## src/rtl/xgmii_pcs_tx_enc.sv

```systemverilog
// XGMII (32/64-bit) to 64b/66b transmit encoder with the 10GBASE-R transmit state machine.
// Define PCS_TX_SCRAMBLER_EN to scramble the block body with x^58 + x^39 + 1.
module xgmii_pcs_tx_enc #(
  parameter int XGMII_DATA_W = 64,
  parameter int XGMII_CTRL_W = XGMII_DATA_W/8
) (
  input  logic                    clk,
  input  logic                    reset,
  input  logic [XGMII_DATA_W-1:0] xgmii_txd_i,
  input  logic [XGMII_CTRL_W-1:0] xgmii_txc_i,
  output logic [65:0]             data_o,
  output logic                    valid_o,
  output logic [15:0]             err_cnt_o
);

  localparam logic [7:0]  CH_IDLE  = 8'h07;
  localparam logic [7:0]  CH_START = 8'hFB;
  localparam logic [7:0]  CH_TERM  = 8'hFD;
  localparam logic [7:0]  CH_ERR   = 8'hFE;
  localparam logic [6:0]  CC_IDLE  = 7'h00;
  localparam logic [6:0]  CC_ERR   = 7'h1E;
  localparam logic [63:0] ERR_BODY = {{8{CC_ERR}}, 8'h1E};

  typedef enum logic [2:0] {ST_INIT, ST_C, ST_D, ST_T, ST_E} state_t;
  typedef enum logic [2:0] {BLK_C, BLK_S, BLK_D, BLK_T, BLK_E} blk_t;

  logic [63:0] blk_d;
  logic [7:0]  blk_c;
  logic        blk_done;

  generate
    if (XGMII_DATA_W == 64) begin : g_w64
      assign blk_d    = xgmii_txd_i[63:0];
      assign blk_c    = xgmii_txc_i[7:0];
      assign blk_done = 1'b1;
    end else begin : g_w32
      logic        phase_reg;
      logic [31:0] hold_d_reg;
      logic [3:0]  hold_c_reg;

      always_ff @(posedge clk or posedge reset) begin
        if (reset) begin
          phase_reg  <= 1'b0;
          hold_d_reg <= '0;
          hold_c_reg <= '0;
        end else begin
          phase_reg <= ~phase_reg;
          if (!phase_reg) begin
            hold_d_reg <= xgmii_txd_i[31:0];
            hold_c_reg <= xgmii_txc_i[3:0];
          end
        end
      end

      assign blk_d    = {xgmii_txd_i[31:0], hold_d_reg};
      assign blk_c    = {xgmii_txc_i[3:0], hold_c_reg};
      assign blk_done = phase_reg;
    end
  endgenerate

  logic [7:0] ln_data, ln_idle, ln_err, ln_start, ln_term, t_ok;

  genvar gi;
  generate
    for (gi = 0; gi < 8; gi++) begin : g_lane
      // Terminate in lane gi needs data below it and idles above it.
      localparam logic [7:0] LO_MASK = 8'((1 << gi) - 1);
      localparam logic [7:0] HI_MASK = 8'(~((2 << gi) - 1));
      logic [7:0] ch;
      assign ch           = blk_d[8*gi +: 8];
      assign ln_data[gi]  = ~blk_c[gi];
      assign ln_idle[gi]  = blk_c[gi] & (ch == CH_IDLE);
      assign ln_err[gi]   = blk_c[gi] & (ch == CH_ERR);
      assign ln_start[gi] = blk_c[gi] & (ch == CH_START);
      assign ln_term[gi]  = blk_c[gi] & (ch == CH_TERM);
      assign t_ok[gi]     = ln_term[gi] & ((ln_data & LO_MASK) == LO_MASK)
                                        & ((ln_idle & HI_MASK) == HI_MASK);
    end
  endgenerate

  blk_t       blk_class;
  logic [2:0] term_lane;

  always_comb begin
    blk_class = BLK_E;
    term_lane = 3'd0;
    if (&ln_data) begin
      blk_class = BLK_D;
    end else if ((ln_start[0] && (&ln_data[7:1])) ||
                 ((&ln_idle[3:0]) && ln_start[4] && (&ln_data[7:5]))) begin
      blk_class = BLK_S;
    end else if (&(ln_idle | ln_err)) begin
      blk_class = BLK_C;
    end else begin
      for (int k = 0; k < 8; k++) begin
        if (t_ok[k]) begin
          blk_class = BLK_T;
          term_lane = 3'(k);
        end
      end
    end
  end

  state_t state_reg, state_next;

  always_ff @(posedge clk or posedge reset) begin
    if (reset)         state_reg <= ST_INIT;
    else if (blk_done) state_reg <= state_next;
  end

  always_comb begin
    state_next = state_reg;
    case (state_reg)
      ST_INIT, ST_C, ST_T:
        state_next = (blk_class == BLK_C) ? ST_C :
                     (blk_class == BLK_S) ? ST_D : ST_E;
      ST_D:
        state_next = (blk_class == BLK_D) ? ST_D :
                     (blk_class == BLK_T) ? ST_T : ST_E;
      default:
        case (blk_class)
          BLK_C:        state_next = ST_C;
          BLK_S, BLK_D: state_next = ST_D;
          BLK_T:        state_next = ST_T;
          default:      state_next = ST_E;
        endcase
    endcase
  end

  logic [1:0]  enc_sync;
  logic [63:0] enc_body;
  logic [7:0]  t_type;
  logic        enc_err;

  always_comb begin
    case (term_lane)
      3'd0:    t_type = 8'h87;
      3'd1:    t_type = 8'h99;
      3'd2:    t_type = 8'hAA;
      3'd3:    t_type = 8'hB4;
      3'd4:    t_type = 8'hCC;
      3'd5:    t_type = 8'hD2;
      3'd6:    t_type = 8'hE1;
      default: t_type = 8'hFF;
    endcase
  end

  always_comb begin
    enc_sync = 2'b10;
    enc_body = ERR_BODY;
    case (blk_class)
      BLK_D: begin
        enc_sync = 2'b01;
        enc_body = blk_d;
      end
      BLK_S: enc_body = ln_start[0] ? {blk_d[63:8], 8'h78} : {blk_d[63:40], 32'h0, 8'h33};
      BLK_T: begin
        // Idle codes are zero, so the trailing control fields collapse into the pad.
        enc_body = {56'h0, t_type};
        for (int j = 0; j < 7; j++)
          if (j < int'(term_lane)) enc_body[8+8*j +: 8] = blk_d[8*j +: 8];
      end
      BLK_C: begin
        enc_body = {56'h0, 8'h1E};
        for (int i = 0; i < 8; i++)
          enc_body[8+7*i +: 7] = ln_err[i] ? CC_ERR : CC_IDLE;
      end
      default: ;
    endcase
    enc_err = (state_next == ST_E);
    if (enc_err) begin
      enc_sync = 2'b10;
      enc_body = ERR_BODY;
    end
  end

  logic [63:0] tx_body;

`ifdef PCS_TX_SCRAMBLER_EN
  logic [57:0] scr_reg, scr_next;

  // scr_next[0] is always the most recently scrambled bit.
  always_comb begin
    scr_next = scr_reg;
    tx_body  = enc_body;
    for (int i = 0; i < 64; i++) begin
      tx_body[i] = enc_body[i] ^ scr_next[38] ^ scr_next[57];
      scr_next   = {scr_next[56:0], tx_body[i]};
    end
  end

  always_ff @(posedge clk or posedge reset) begin
    if (reset)         scr_reg <= '1;
    else if (blk_done) scr_reg <= scr_next;
  end
`else
  assign tx_body = enc_body;
`endif

  logic [65:0] data_reg;
  logic        valid_reg;
  logic [15:0] err_cnt_reg;

  always_ff @(posedge clk or posedge reset) begin
    if (reset) begin
      data_reg    <= '0;
      valid_reg   <= 1'b0;
      err_cnt_reg <= '0;
    end else begin
      valid_reg <= blk_done;
      if (blk_done) begin
        data_reg <= {tx_body, enc_sync};
        if (enc_err && (err_cnt_reg != 16'hFFFF)) err_cnt_reg <= err_cnt_reg + 16'd1;
      end
    end
  end

  assign data_o    = data_reg;
  assign valid_o   = valid_reg;
  assign err_cnt_o = err_cnt_reg;

endmodule
```

## config.mk

```make
export PLATFORM = sky130hd
export DESIGN_NAME = xgmii_pcs_tx_enc
export DESIGN_NICKNAME = d
export VERILOG_FILES = /design/src/rtl/xgmii_pcs_tx_enc.sv
export SDC_FILE = /design/constraint.sdc
export NUM_CORES = 1
export LEC_CHECK = 0
export BUFFER_PORTS_ARGS = -buffer_cell sky130_fd_sc_hd__buf_2
export CORE_ASPECT_RATIO = 0.6
export CORE_UTILIZATION = 30
export DETAILED_ROUTE_END_ITERATION = 10
export PLACE_DENSITY = 0.55
export REMOVE_ABC_BUFFERS = 1
export SYNTH_ARGS = -nofsm -noshare
export SYNTH_HDL_FRONTEND = slang
export SYNTH_SLANG_ARGS = --single-unit
```

## constraint.sdc

```tcl
create_clock -name clk -period 4.03 [get_ports clk]
set_input_delay 0.403 -clock clk [delete_from_list [all_inputs] [get_ports clk]]
set_output_delay 0.403 -clock clk [all_outputs]
set_load 0.02 [all_outputs]
```

### Word-level counts from Yosys, hierarchy flattened

Index checks and enable logic that the tools add are counted.

* add/sub/neg operators: 1
* order comparisons: 7
* eq/ne operators: 52
* mux-type cells: 48
* bitwise gates (word level): 49
* reduce and logical (&&, ||, !) cells: 15

Operators with widths (count)
* one-hot mux 64 bit (4 select lines): 1
* equality test 8 bit (second input constant): 18
* two-way mux 3 bit: 24
* equality test 8 x 3 -> 1 bit (second input constant): 8
* two-way mux 64 bit: 1
* two-way mux 8 bit: 7
* one-hot mux 7 bit (7 select lines): 1
* AND 1 bit: 40
* two-way mux 40 bit: 1
* two-way mux 5 bit: 8
* equality test 3 x 2 -> 1 bit (second input constant): 6
* equality test 3 bit (second input constant): 6
* adder 16 x 1 -> 16 bit (second input constant): 1
* != test 16 bit (second input constant): 1
* AND reduction 8 bit: 2
* equality test 7 bit (second input constant): 2
* equality test 6 bit (second input constant): 2
* equality test 5 bit (second input constant): 2
* equality test 3 x 1 -> 1 bit (second input constant): 3
* logical NOT 3 bit: 3
* < comparator 3 bit (first input constant): 3
* one-hot mux 3 bit (3 select lines): 1
* equality test 4 bit (second input constant): 2
* NOT 1 bit: 8
* other kinds (14): 21

* register bits after elaboration: 86
* input port bits: 74
* output and inout port bits: 83
* logic and storage cells: 176

### Depth between registers and ports, before layout

* depth in word-level cells: 21
* depth in mapped cells: 12
* mapped depth without buffers: 11

### Least setup slack after synthesis

No wires, ideal clock.

* path type: input-to-reg
* start point: input port xgmii_txd_i[59]
* end point: register data_reg[58] (netlist: data_o[58])
* setup time: 72 ps
* data arrival time: 3472 ps
* data required time: 3958 ps
* path slack: 486 ps
* stages on the path: 12
* path buffers: 2
* path through: or4b_1 -> or4_4 -> or4_4 -> buf_6 -> a211oi_4 -> or3_1 -> ha_1 -> o31a_1 -> buf_2 -> a21boi_2 -> a22oi_1 -> nor2_1

* word-level cells in the longest chain between the ends: 21
* elaborated cells on any way between the ends: 59
* classes of those cells: 1 x order compare; 13 x eq/ne; 30 x mux; 12 x bitwise; 3 x reduce/logical

RTL lines
* from (decl): line 9 `input logic [XGMII_DATA_W-1:0] xgmii_txd_i,`
* equality test 8 x 3 -> 1 bit: line 72 `assign ln_idle[gi] = blk_c[gi] & (ch == CH_IDLE);`
* AND 1 bit: line 72
* equality test 7 bit: line 77 `& ((ln_idle & HI_MASK) == HI_MASK);`
* AND 1 bit: line 77
* two-way mux 3 bit (8 in a row): line 96 `if (t_ok[k]) begin`
* two-way mux 3 bit: line 92 `end else if (&(ln_idle | ln_err)) begin`
* two-way mux 3 bit: line 89 `end else if ((ln_start[0] && (&ln_data[7:1])) ||`
* two-way mux 3 bit: line 87 `if (&ln_data) begin`
* equality test 3 x 1 -> 1 bit (tied with other cells): line 116, 121, 151
* OR reduction 2 bit (tied with other cells): line 121 `case (blk_class)`
* one-hot mux 3 bit (3 select lines) (tied with other cells): line 121
* one-hot mux 3 bit (2 select lines): line 113 `case (state_reg)`
* equality test 3 bit: line 170 `enc_err = (state_next == ST_E);`
* two-way mux 64 bit *: line 171 `if (enc_err) begin`
* via enc_body[56]: line 131 `logic [63:0] enc_body;`
* to (signal assigned): line 212 `data_reg <= {tx_body, enc_sync};`
* to (decl): line 200 `logic [65:0] data_reg;`

Mark *: on every way through the listed nets, which the timed path passes. The rest lies on a longest branch.
A chain may end at the register's enable or synchronous reset.

### Final worst setup path

* start point: input port xgmii_txd_i[59]
* end point: register data_reg[29] (netlist: data_o[29])

The elaborated chain is that of the path after synthesis.

==> impl_metrics.env <==
export IMPL_synth_area_mm2=0.00462
export IMPL_drt_initial_drc_count=465
export IMPL_worstPathCellList="buf_2 > or4b_1 > or4_4 > or4_4 > a211oi_4 > or3_1 > inv_1 > ha_1 > a211oi_2 > buf_4 > a22oi_1 > nor2_1"
export IMPL_powerDensity_mw_per_mm2=400
export IMPL_post_cts_hold_buffer_count=0
export IMPL_finished_core_util_pct=40.5
export IMPL_setup_viol=0
export IMPL_clock_skew_ns=0.00912
export IMPL_tritoncts="built"
export IMPL_fraction_of_final_layout_cells_sized_beyond_drive_strength_1_pct=33.4
export IMPL_clock_buffers_created_by_tritoncts=9
export IMPL_irDropWorstVdd_mv=0.173
export IMPL_route_detailed_wl_per_inst_um=21.0
export IMPL_static_leak_nw=2.52
export IMPL_layout_common_cells="buf_2 (156), dfrtp_1 (86), nor2_1 (38)"
export IMPL_worstSetupStartpointType="primary input"
export IMPL_worst_slew_pin_transition_ns=1.03
export IMPL_critPathArrivalTime_ns=3.89
export IMPL_layout_setup_ws_ns=0.416
export IMPL_flip_flop_count_of_the_largest_register_after_layout=66
export IMPL_die_extent_in_x_um=162
export IMPL_synthCells=450
export IMPL_synth_enable_flop_cells=0
export IMPL_antenna_violations_before_repair=0
export IMPL_critical_path_max_stage_delay_ns=0.60
export IMPL_placement_cell_area_mm2=0.00569
export IMPL_period_minus_slack_ns=3.61
export IMPL_achievable_frequency_ghz=0.277
export IMPL_placement_rows=34
export IMPL_cts_sinks=86
export IMPL_synth_avg_cell_area_um2=10.3
export IMPL_internal_power_mw=1.60
export IMPL_power_switching_share_pct=33.1
export IMPL_worst_skew_pair_late_latency_ns=0.35
export IMPL_synth_seq_area_share_pct=46.5
export IMPL_status="finished clean"
export IMPL_initial_utilization_pct=31.3
export IMPL_critPathMostFrequentCell="or4_4"
export IMPL_clk_transition_reported_paths_ns=0.07
export IMPL_clock_tree_buffer_depth=2
export IMPL_cts_htree_levels=3
export IMPL_overflow=0
export IMPL_layout_nets=695
export IMPL_num_vias=4607
export IMPL_clock_power_share_pct=34.3
export IMPL_gp_congestion=0.882
export IMPL_postCtsSetupRepairBufs=0
export IMPL_synth_async_reset_ratio_pct=100
export IMPL_netlist_cell_type_count=65
export IMPL_vias_per_cell=5.63
export IMPL_num_io_pins=157
export IMPL_most_common_cell_after_layout_fill_and_taps_aside="buf_2"
export IMPL_grt_start_max_net_pins=59
export IMPL_proportion_of_power_drawn_by_combinational_gates_pct=23.3
export IMPL_drc=0
export IMPL_pwr_share_seq_pct=42.4
export IMPL_slew_headroom_pct=31.3
export IMPL_setup_total_negative_slack_ns=0
export IMPL_power_switching_uw=792
export IMPL_area_growth_pct=29.4
export IMPL_post_cts_sizing_count=0
export IMPL_finalInstanceArea_mm2=0.00599
export IMPL_die_height_um=98.2
export IMPL_post_place_ws_ns=0.152
export IMPL_slew_viol_final=0
export IMPL_first_pass_iters=5
export IMPL_insertedDiodeCount=0
export IMPL_critPathMaxFanout=8
export IMPL_maxCapViolations=0
export IMPL_groute_usage_overall_pct=21.7
export IMPL_hold_path_class="primary input to asynchronous set/reset pin"
export IMPL_timing_hold_ws_ns=0.251
export IMPL_endpoint_kind="register"
export IMPL_total_of_flip_flops_plus_latches_after_synthesis=86
export IMPL_ctsRootBufferMaster="clkbuf_16"
export IMPL_timing_hold_violations_final=0
export IMPL_fin_crit_sh_pct=89.7
export IMPL_crit_required_ns=4.31
export IMPL_grt_pass1_vias=4275
export IMPL_crit_slowest_cell="or4_4"
export IMPL_die_area_mm2=0.0159
export IMPL_coreArea_mm2=0.0148
export IMPL_rsz0062_at_grt="no"
export IMPL_primary_ff_master_synth="dfrtp_1"
export IMPL_drt_wl_total_um=17200
export IMPL_synthesis_yosys_warnings=0
export IMPL_first_pass_grt_wire_length_um=25900
export IMPL_port_buffer_count=156
export IMPL_critPathKind="primary input to register"
export IMPL_drtAntennaViolNets=0
export IMPL_detailed_place_hpwl_um=13400
## final cells by class
cell class,instances,area (um2)
inverters,12,46.3
well taps,198,248
clock buffers,10,239
clock inverters,6,52.6
repair buffers,171,906
fillers,1472,8780
multi-input cells,335,2340
flip-flops and latches,86,2150
## metal layers
metal | global-route usage, % | wire length, um | up-vias
li1 | - | - | 2095
met1 | 35.6 | 8940 | 2258
met2 | 27.4 | 6570 | 243
met3 | 5.78 | 1530 | 11
met4 | 3.99 | 116 | 0
met5 | 0 | 0 | -
## path summary, 6_finish.rpt
kind	cells after the start	from	end	slack (ns)
max	12	xgmii_txd_i[59]	data_o[29]$_DFF_PP0_	0.42
min	2	reset	err_cnt_o[9]$_DFFE_PP0P_	0.25
max reg2reg	8	err_cnt_o[2]$_DFFE_PP0P_	err_cnt_o[1]$_DFFE_PP0P_	1.47
min reg2reg	1	err_cnt_o[9]$_DFFE_PP0P_	err_cnt_o[9]$_DFFE_PP0P_	0.50
max in group asynchronous	3	reset	data_o[60]$_DFF_PP0_	2.84
min in group clk	2	xgmii_txd_i[59]	data_o[61]$_DFF_PP0_	0.31
## cells by family after synthesis
family	share of synthesized area [%]
compound gates	19.7
buf+inv	2.81
simple gates	25.6
other cells	0.0811
xor+xnor	2.27
flops	46.5
fa+ha+maj	1.62
mux	1.38
## critical path, delay by kind of cell
kind | cells | cell delay (ns)
adder cells (fa/ha/maj) | 1 | 0.27
AO/OA/AOI/OAI | 3 | 0.73
AND/OR/NAND/NOR | 5 | 2.08
buffers and inverters | 3 | 0.42
## per-stage QoR
step	cells	total power, mW
5_1_grt	818	2.49
6_report	818	2.39
3_3_place_gp	802	1.57
3_5_place_dp	802	1.59
2_1_floorplan	433	1.33
4_1_cts	818	2.41
## cell usage after synthesis, types with 3 or more instances
library cell | number | area (um2)
nor4b_1 | 5 | 43.8
xnor2_1 | 12 | 105
inv_1 | 11 | 41.3
ha_1 | 6 | 75.1
mux2i_1 | 3 | 30.0
dfrtp_1 | 86 | 2150
nor4_1 | 9 | 56.3
and4_1 | 6 | 52.6
nand4b_1 | 7 | 61.3
nor2_1 | 38 | 143
a221o_1 | 32 | 320
nand2b_1 | 4 | 25.0
clkbuf_1 | 10 | 37.5
nor3_1 | 13 | 65.1
a31oi_1 | 4 | 25.0
a21oi_1 | 13 | 65.1
o21bai_1 | 4 | 30.0
nand2_1 | 27 | 101
nand4_1 | 21 | 131
nor3b_1 | 3 | 22.5
and3_1 | 14 | 87.6
or3_1 | 11 | 68.8
nand3b_1 | 3 | 22.5
or4_1 | 7 | 52.6
a22oi_1 | 27 | 203
nor2b_1 | 3 | 18.8
buf_2 | 5 | 25.0
nand3_1 | 14 | 70.1
mux2_2 | 3 | 33.8
## power groups by stage
stage                     registers (mW)  logic (mW)  clock network [mW]
after detailed placement            1.03       0.556                   0
final                               1.02       0.558               0.820
after floorplan                     1.13       0.205                   0
after CTS                           1.01       0.558               0.839
after global placement              1.02       0.548                   0
after global routing                1.03       0.596               0.873
Note: power is estimated with default switching activity, not from simulation.
